===== src/rtl/ram_dual_client_master.sv =====
// Two-client burst controller for the 64x8 dual-address RAM: round-robin grant,
// chip-select lane steering, and one-cycle-latency read return.
module ram_dual_client_master #(
    parameter int AW = 6,
    parameter int DW = 8
) (
    input  logic          Clk,
    input  logic          Rst,
    input  logic          ReqValid0,
    input  logic          ReqValid1,
    output logic          ReqReady0,
    output logic          ReqReady1,
    input  logic          ReqWe0,
    input  logic          ReqWe1,
    input  logic [AW-1:0] ReqAddr0,
    input  logic [AW-1:0] ReqAddr1,
    input  logic [AW-1:0] ReqLen0,
    input  logic [AW-1:0] ReqLen1,
    input  logic          WrValid0,
    input  logic          WrValid1,
    input  logic [DW-1:0] WrData0,
    input  logic [DW-1:0] WrData1,
    output logic          WrReady0,
    output logic          WrReady1,
    output logic [DW-1:0] RdData,
    output logic          RdValid0,
    output logic          RdValid1,
    output logic          Busy,
    output logic [DW-1:0] MemData0,
    output logic [DW-1:0] MemData1,
    output logic [AW-1:0] MemAddr0,
    output logic [AW-1:0] MemAddr1,
    output logic          MemWe,
    output logic          MemCS,
    input  logic [DW-1:0] MemY
);

    typedef enum logic [1:0] {S_IDLE, S_WRITE, S_READ, S_DRAIN} state_t;

    state_t        state_q, state_d;
    logic          owner_q, owner_d;
    logic          last_q, last_d;
    logic          cs_q, cs_d;
    logic [AW-1:0] base_q, base_d;
    logic [AW-1:0] len_q, len_d;
    logic [AW-1:0] beat_q, beat_d;
    logic [1:0]    rdv_q, rdv_d;

    logic          gnt;
    logic          wv;
    logic          issue;
    logic          active;
    logic          wr_beat;
    logic [AW-1:0] addr;
    logic [DW-1:0] wdata;

    // On a tie the client not served last wins; last_q resets to 1 so client 0 wins first.
    always_comb begin
        if (ReqValid0 && ReqValid1) gnt = ~last_q;
        else                        gnt = ReqValid1;
    end

    assign addr  = base_q + beat_q;
    assign wv    = owner_q ? WrValid1 : WrValid0;
    assign wdata = owner_q ? WrData1 : WrData0;

    always_comb begin
        state_d   = state_q;
        owner_d   = owner_q;
        last_d    = last_q;
        cs_d      = cs_q;
        base_d    = base_q;
        len_d     = len_q;
        beat_d    = beat_q;
        ReqReady0 = 1'b0;
        ReqReady1 = 1'b0;
        WrReady0  = 1'b0;
        WrReady1  = 1'b0;
        wr_beat   = 1'b0;
        issue     = 1'b0;
        case (state_q)
            S_IDLE: begin
                if ((ReqValid0 || ReqValid1) && !Rst) begin
                    ReqReady0 = ~gnt;
                    ReqReady1 = gnt;
                    owner_d   = gnt;
                    last_d    = gnt;
                    cs_d      = ~gnt;
                    base_d    = gnt ? ReqAddr1 : ReqAddr0;
                    len_d     = gnt ? ReqLen1 : ReqLen0;
                    beat_d    = '0;
                    state_d   = (gnt ? ReqWe1 : ReqWe0) ? S_WRITE : S_READ;
                end
            end
            S_WRITE: begin
                // A missing write beat leaves the RAM in a harmless read of the same address.
                if (wv && !Rst) begin
                    wr_beat  = 1'b1;
                    WrReady0 = ~owner_q;
                    WrReady1 = owner_q;
                    beat_d   = beat_q + AW'(1);
                    if (beat_q == len_q) state_d = S_IDLE;
                end
            end
            S_READ: begin
                issue  = 1'b1;
                beat_d = beat_q + AW'(1);
                if (beat_q == len_q) state_d = S_DRAIN;
            end
            default: state_d = S_IDLE;
        endcase
        rdv_d = {issue & owner_q, issue & ~owner_q};
    end

    always_ff @(posedge Clk) begin
        if (Rst) begin
            state_q <= S_IDLE;
            owner_q <= 1'b0;
            last_q  <= 1'b1;
            cs_q    <= 1'b1;
            beat_q  <= '0;
            rdv_q   <= '0;
        end else begin
            state_q <= state_d;
            owner_q <= owner_d;
            last_q  <= last_d;
            cs_q    <= cs_d;
            beat_q  <= beat_d;
            rdv_q   <= rdv_d;
        end
    end

    always_ff @(posedge Clk) begin
        base_q <= base_d;
        len_q  <= len_d;
    end

    assign active   = (state_q == S_WRITE) || (state_q == S_READ);
    assign MemWe    = wr_beat;
    assign MemCS    = cs_q;
    assign MemAddr0 = (active && !owner_q) ? addr : '0;
    assign MemAddr1 = (active && owner_q) ? addr : '0;
    assign MemData0 = (wr_beat && !owner_q) ? wdata : '0;
    assign MemData1 = (wr_beat && owner_q) ? wdata : '0;
    assign RdData   = MemY;
    assign RdValid0 = rdv_q[0];
    assign RdValid1 = rdv_q[1];
    assign Busy     = (state_q != S_IDLE);

endmodule

===== config.mk =====
export PLATFORM = sky130hd
export DESIGN_NAME = ram_dual_client_master
export DESIGN_NICKNAME = d
export VERILOG_FILES = /design/src/rtl/ram_dual_client_master.sv
export SDC_FILE = /design/constraint.sdc
export NUM_CORES = 1
export LEC_CHECK = 0
export CAP_MARGIN = 20
export CORE_MARGIN = 4
export CORE_UTILIZATION = 35
export DETAILED_ROUTE_END_ITERATION = 12
export GPL_TIMING_DRIVEN = 0
export PLACE_DENSITY_LB_ADDON = 0.1
export SYNTH_ARGS = -nofsm -noshare
export SYNTH_HDL_FRONTEND = slang
export SYNTH_SLANG_ARGS = --single-unit
export TNS_END_PERCENT = 5

===== constraint.sdc =====
create_clock -name Clk -period 2.1 [get_ports Clk]
set_clock_uncertainty 0.2 [all_clocks]
set_input_delay 0.315 -clock Clk [delete_from_list [all_inputs] [get_ports Clk]]
set_output_delay 0.315 -clock Clk [all_outputs]
set_load 0.005 [all_outputs]

==> results.json <==
{
  "cts_sinks": 25,
  "finalSetupViolCount": 13,
  "drive_above_1_share_pct": 29.25,
  "grt_setup_unrepaired": "true",
  "powerDensity_nw_per_um2": 626.1,
  "clock_path_buffers": 2,
  "yosysSeqAreaShare_pct": 34.18,
  "core_area_um2": 4880,
  "track_usage_pct": 15.87,
  "fin_nets": 362,
  "drtIter0Drc": 56,
  "crit_family": "flip-flops",
  "drt-total-wl_um": 5159,
  "outcome": "complete, but fails checks",
  "path_max_fanout": 2,
  "hold_viol": 0,
  "nFillCells": 439,
  "antenna_found_initial": 0,
  "vias_per_cell": 4.964,
  "critPathMaxStageDelay_ns": 0.43,
  "max_cap_viol_count": 0,
  "worst-slew-pin-transition_ns": 0.4579,
  "syn_nets": 257,
  "fp.dieArea_um2": 6403,
  "startpoint_type": "register",
  "fp-row-count": 25,
  "clkTransAtPathRegs_ns": 0.09,
  "die_x_um": 80.02,
  "worstPathArrival_ns": 1.92,
  "avgSynthCellArea_um2": 9.555,
  "dp.cells": 349,
  "syn_to_final_growth_pct": 65.75,
  "detail_route.first_pass.iterations": 4,
  "synthTopCellsByCount": "and2_1, nor2_1, dfxtp_1, nand2_1",
  "hold_depth": 2,
  "worst_slack_ns": -0.3383,
  "final_max_slew_viol_count": 0,
  "r2r-start": "state_q[0]",
  "violations": "negative setup slack",
  "hp-class": "register to register",
  "synth.distinct_cells": 45,
  "whs_endpoint": "MemCS",
  "slowest_stage": "edfxtp_1",
  "muxShareOfSynthArea_pct": 9.649,
  "cts_tree": "yes",
  "start_util_pct": 37.21,
  "busiest_layer": "met2",
  "synth_top_family_by_area": "simple AND/OR/NAND/NOR gates",
  "ff_latch_area_um2": 633.1,
  "cts-root-buf": "clkbuf_8",
  "synthCells": 190,
  "port_buffers": 92,
  "path_cells": "buf_6 -> fa_2 -> a21o_1 -> a21oi_2 -> xor2_1 -> nor2_1 -> buf_2",
  "die_h_um": 80.02,
  "ys_seq_elements": 25,
  "synthAdderAreaFrac_pct": 7.994,
  "gp_congestion": 0.8167,
  "ff2ff_path_depth": 6,
  "cp.required_ns": 1.58,
  "yosys.area.top_type": "edfxtp_1",
  "irDropWorstVdd_mv": 0.3889,
  "synthTopCellsByArea": "edfxtp_1, dfxtp_1, mux2_2",
  "htree_levels": 1,
  "timing.final.crit_share_pct": 116.1,
  "synthSimpleGateAreaFrac_pct": 24.40,
  "multi_input_area_um2": 1209,
  "r2r_slack_ns": 0.22,
  "fin_crit_ns": 2.438,
  "synth_edf_count": 12,
  "yosys_warnings": 0,
  "syn_area_um2": 1815,
  "diodes": 0,
  "fin_setup_tns_ns": -2.959,
  "grt_pass1_wl_um": 8155,
  "hold_start": "MemCS",
  "yosysTopAreaCellShare_pct": 19.85,
  "slew_headroom_pct": 69.48,
  "endpoint_kind": "output port",
  "gr-usage-met3_pct": 3.499,
  "use_met2_pct": 27.32,
  "post_drt_wl_per_cell_um": 14.29,
  "yosysMostFrequentCell": "and2_1",
  "instances_no_fill": 361,
  "criticalPathCategory": "register to output port",
  "grt_max_degree": 15,
  "max_freq_mhz": 410.1,
  "routed-via-count": 1792,
  "grt_pass1_vias": 1755,
  "use_met1_pct": 19.93,
  "synth_xor_area_share_pct": 5.238,
  "drcViolationCount": 0,
  "cp.buffers_inverters": 2,
  "clkLatencyLatePin_ns": 0.27,
  "async_flop_share_pct": 0,
  "p_leak_nw": 1.262,
  "reg2reg_to": "beat_q[3]",
  "synth_compound_area_share_pct": 12.61,
  "drtAntennaViolNets": 0,
  "synthFlopType": "dfxtp_1",
  "cts_buffers": 3,
  "ios": 101,
  "hpwl_um": 4014,
  "grt_remaining_overflow": 0
}
## area by class of cell
| class | instances | share of cell area (%) |
|---|---|---|
| well taps | 67 | 2.786 |
| repair buffers | 100 | 29.94 |
| clock inverters | 1 | 0.1663 |
| multi-input cells | 145 | 40.17 |
| clock buffers | 3 | 1.372 |
| inverters | 7 | 1.081 |
| plain buffers | 13 | 3.451 |
| flip-flops and latches | 25 | 21.04 |
## cells by family after synthesis
| group | count (synthesis) |
|---|---|
| compound gates | 29 |
| xor+xnor | 10 |
| fa+ha+maj | 11 |
| buf+inv | 20 |
| flops | 25 |
| mux | 16 |
| simple gates | 79 |
## report_power, final
group	switching [mW]	total [mW]	leakage (nW)	internal, mW
Clock	0.155	0.287	0.0255	0.133
Sequential	0.0596	0.668	0.223	0.609
Combinational	0.431	0.928	1.01	0.497
## registers in the layout, summed over array words and instances, names as in the netlist
name,cells
beat_q,6
last_q,1
rdv_q,2
owner_q,1
state_q,2
len_q,6
base_q,6
MemCS,1
## stage by stage
step / worst slack [ns] / area [µm²] / power, mW / hold slack (ns) / utilization [%]
CTS: -0.3877 / 3008 / 1.888 / 0.3248 / 61.64
finish: -0.3383 / 3009 / 1.884 / 0.3174 / 61.67
detailed placement: -1.014 / 2820 / 1.488 / 0.2757 / 57.79
global placement: -1.007 / 2820 / 1.471 / 0.2792 / 57.79
floorplan: 0.05437 / 1815 / 1.139 / 0.2569 / -
global route: -0.4641 / 3009 / 2.016 / 0.3550 / 61.67
## worst max-delay path by stage
stage,from,to,slack (ns),depth (start not counted)
2_1_floorplan,base_q[0],MemAddr0[4],0.05,6
3_3_place_gp,Rst,ReqReady1,-1.01,6
3_5_place_dp,Rst,ReqReady1,-1.01,6
4_1_cts,base_q[0],MemAddr1[4],-0.39,7
5_1_grt,base_q[1],MemAddr0[4],-0.46,7
6_report,base_q[1],MemAddr0[4],-0.34,7
## worst min-delay path: stages, from the launching register on
cell     delay [ns]
dfxtp_1        0.32
nor2_1         0.08
o21ai_0        0.07
## cells in the final DEF (no fill, tap or decap), drive strengths merged, types with 3 or more instances in the layout
master	count
edfxtp	12
dfxtp	13
clkbuf	10
and2	17
nand2	13
mux2	12
mux2i	4
nor4	5
a21o	3
clkdlybuf4s50	59
a21oi	5
inv	6
nor3b	4
and3	5
nor3	5
o21ai	7
buf	31
dlygate4sd2	9
nor2	14
ha	10
nand3	6
clkdlybuf4s15	6
xnor2	9
a32o	4
## repair_timing
action | 4_1_cts | 5_1_grt
hold buffers | 0 | 0
pin swaps | 24 | 13
resized for setup | 119 | 19
buffers inserted | 8 | 0
endpoints found under the setup margin | 57 | 30
## layer usage
layer | vias to the layer above | share of wire [%]
li1 | 886 | -
met1 | 825 | 43
met2 | 76 | 46
met3 | 5 | 9.4
met4 | 0 | 0.93
met5 | - | 0
Note: power is estimated with default switching activity, not from simulation.
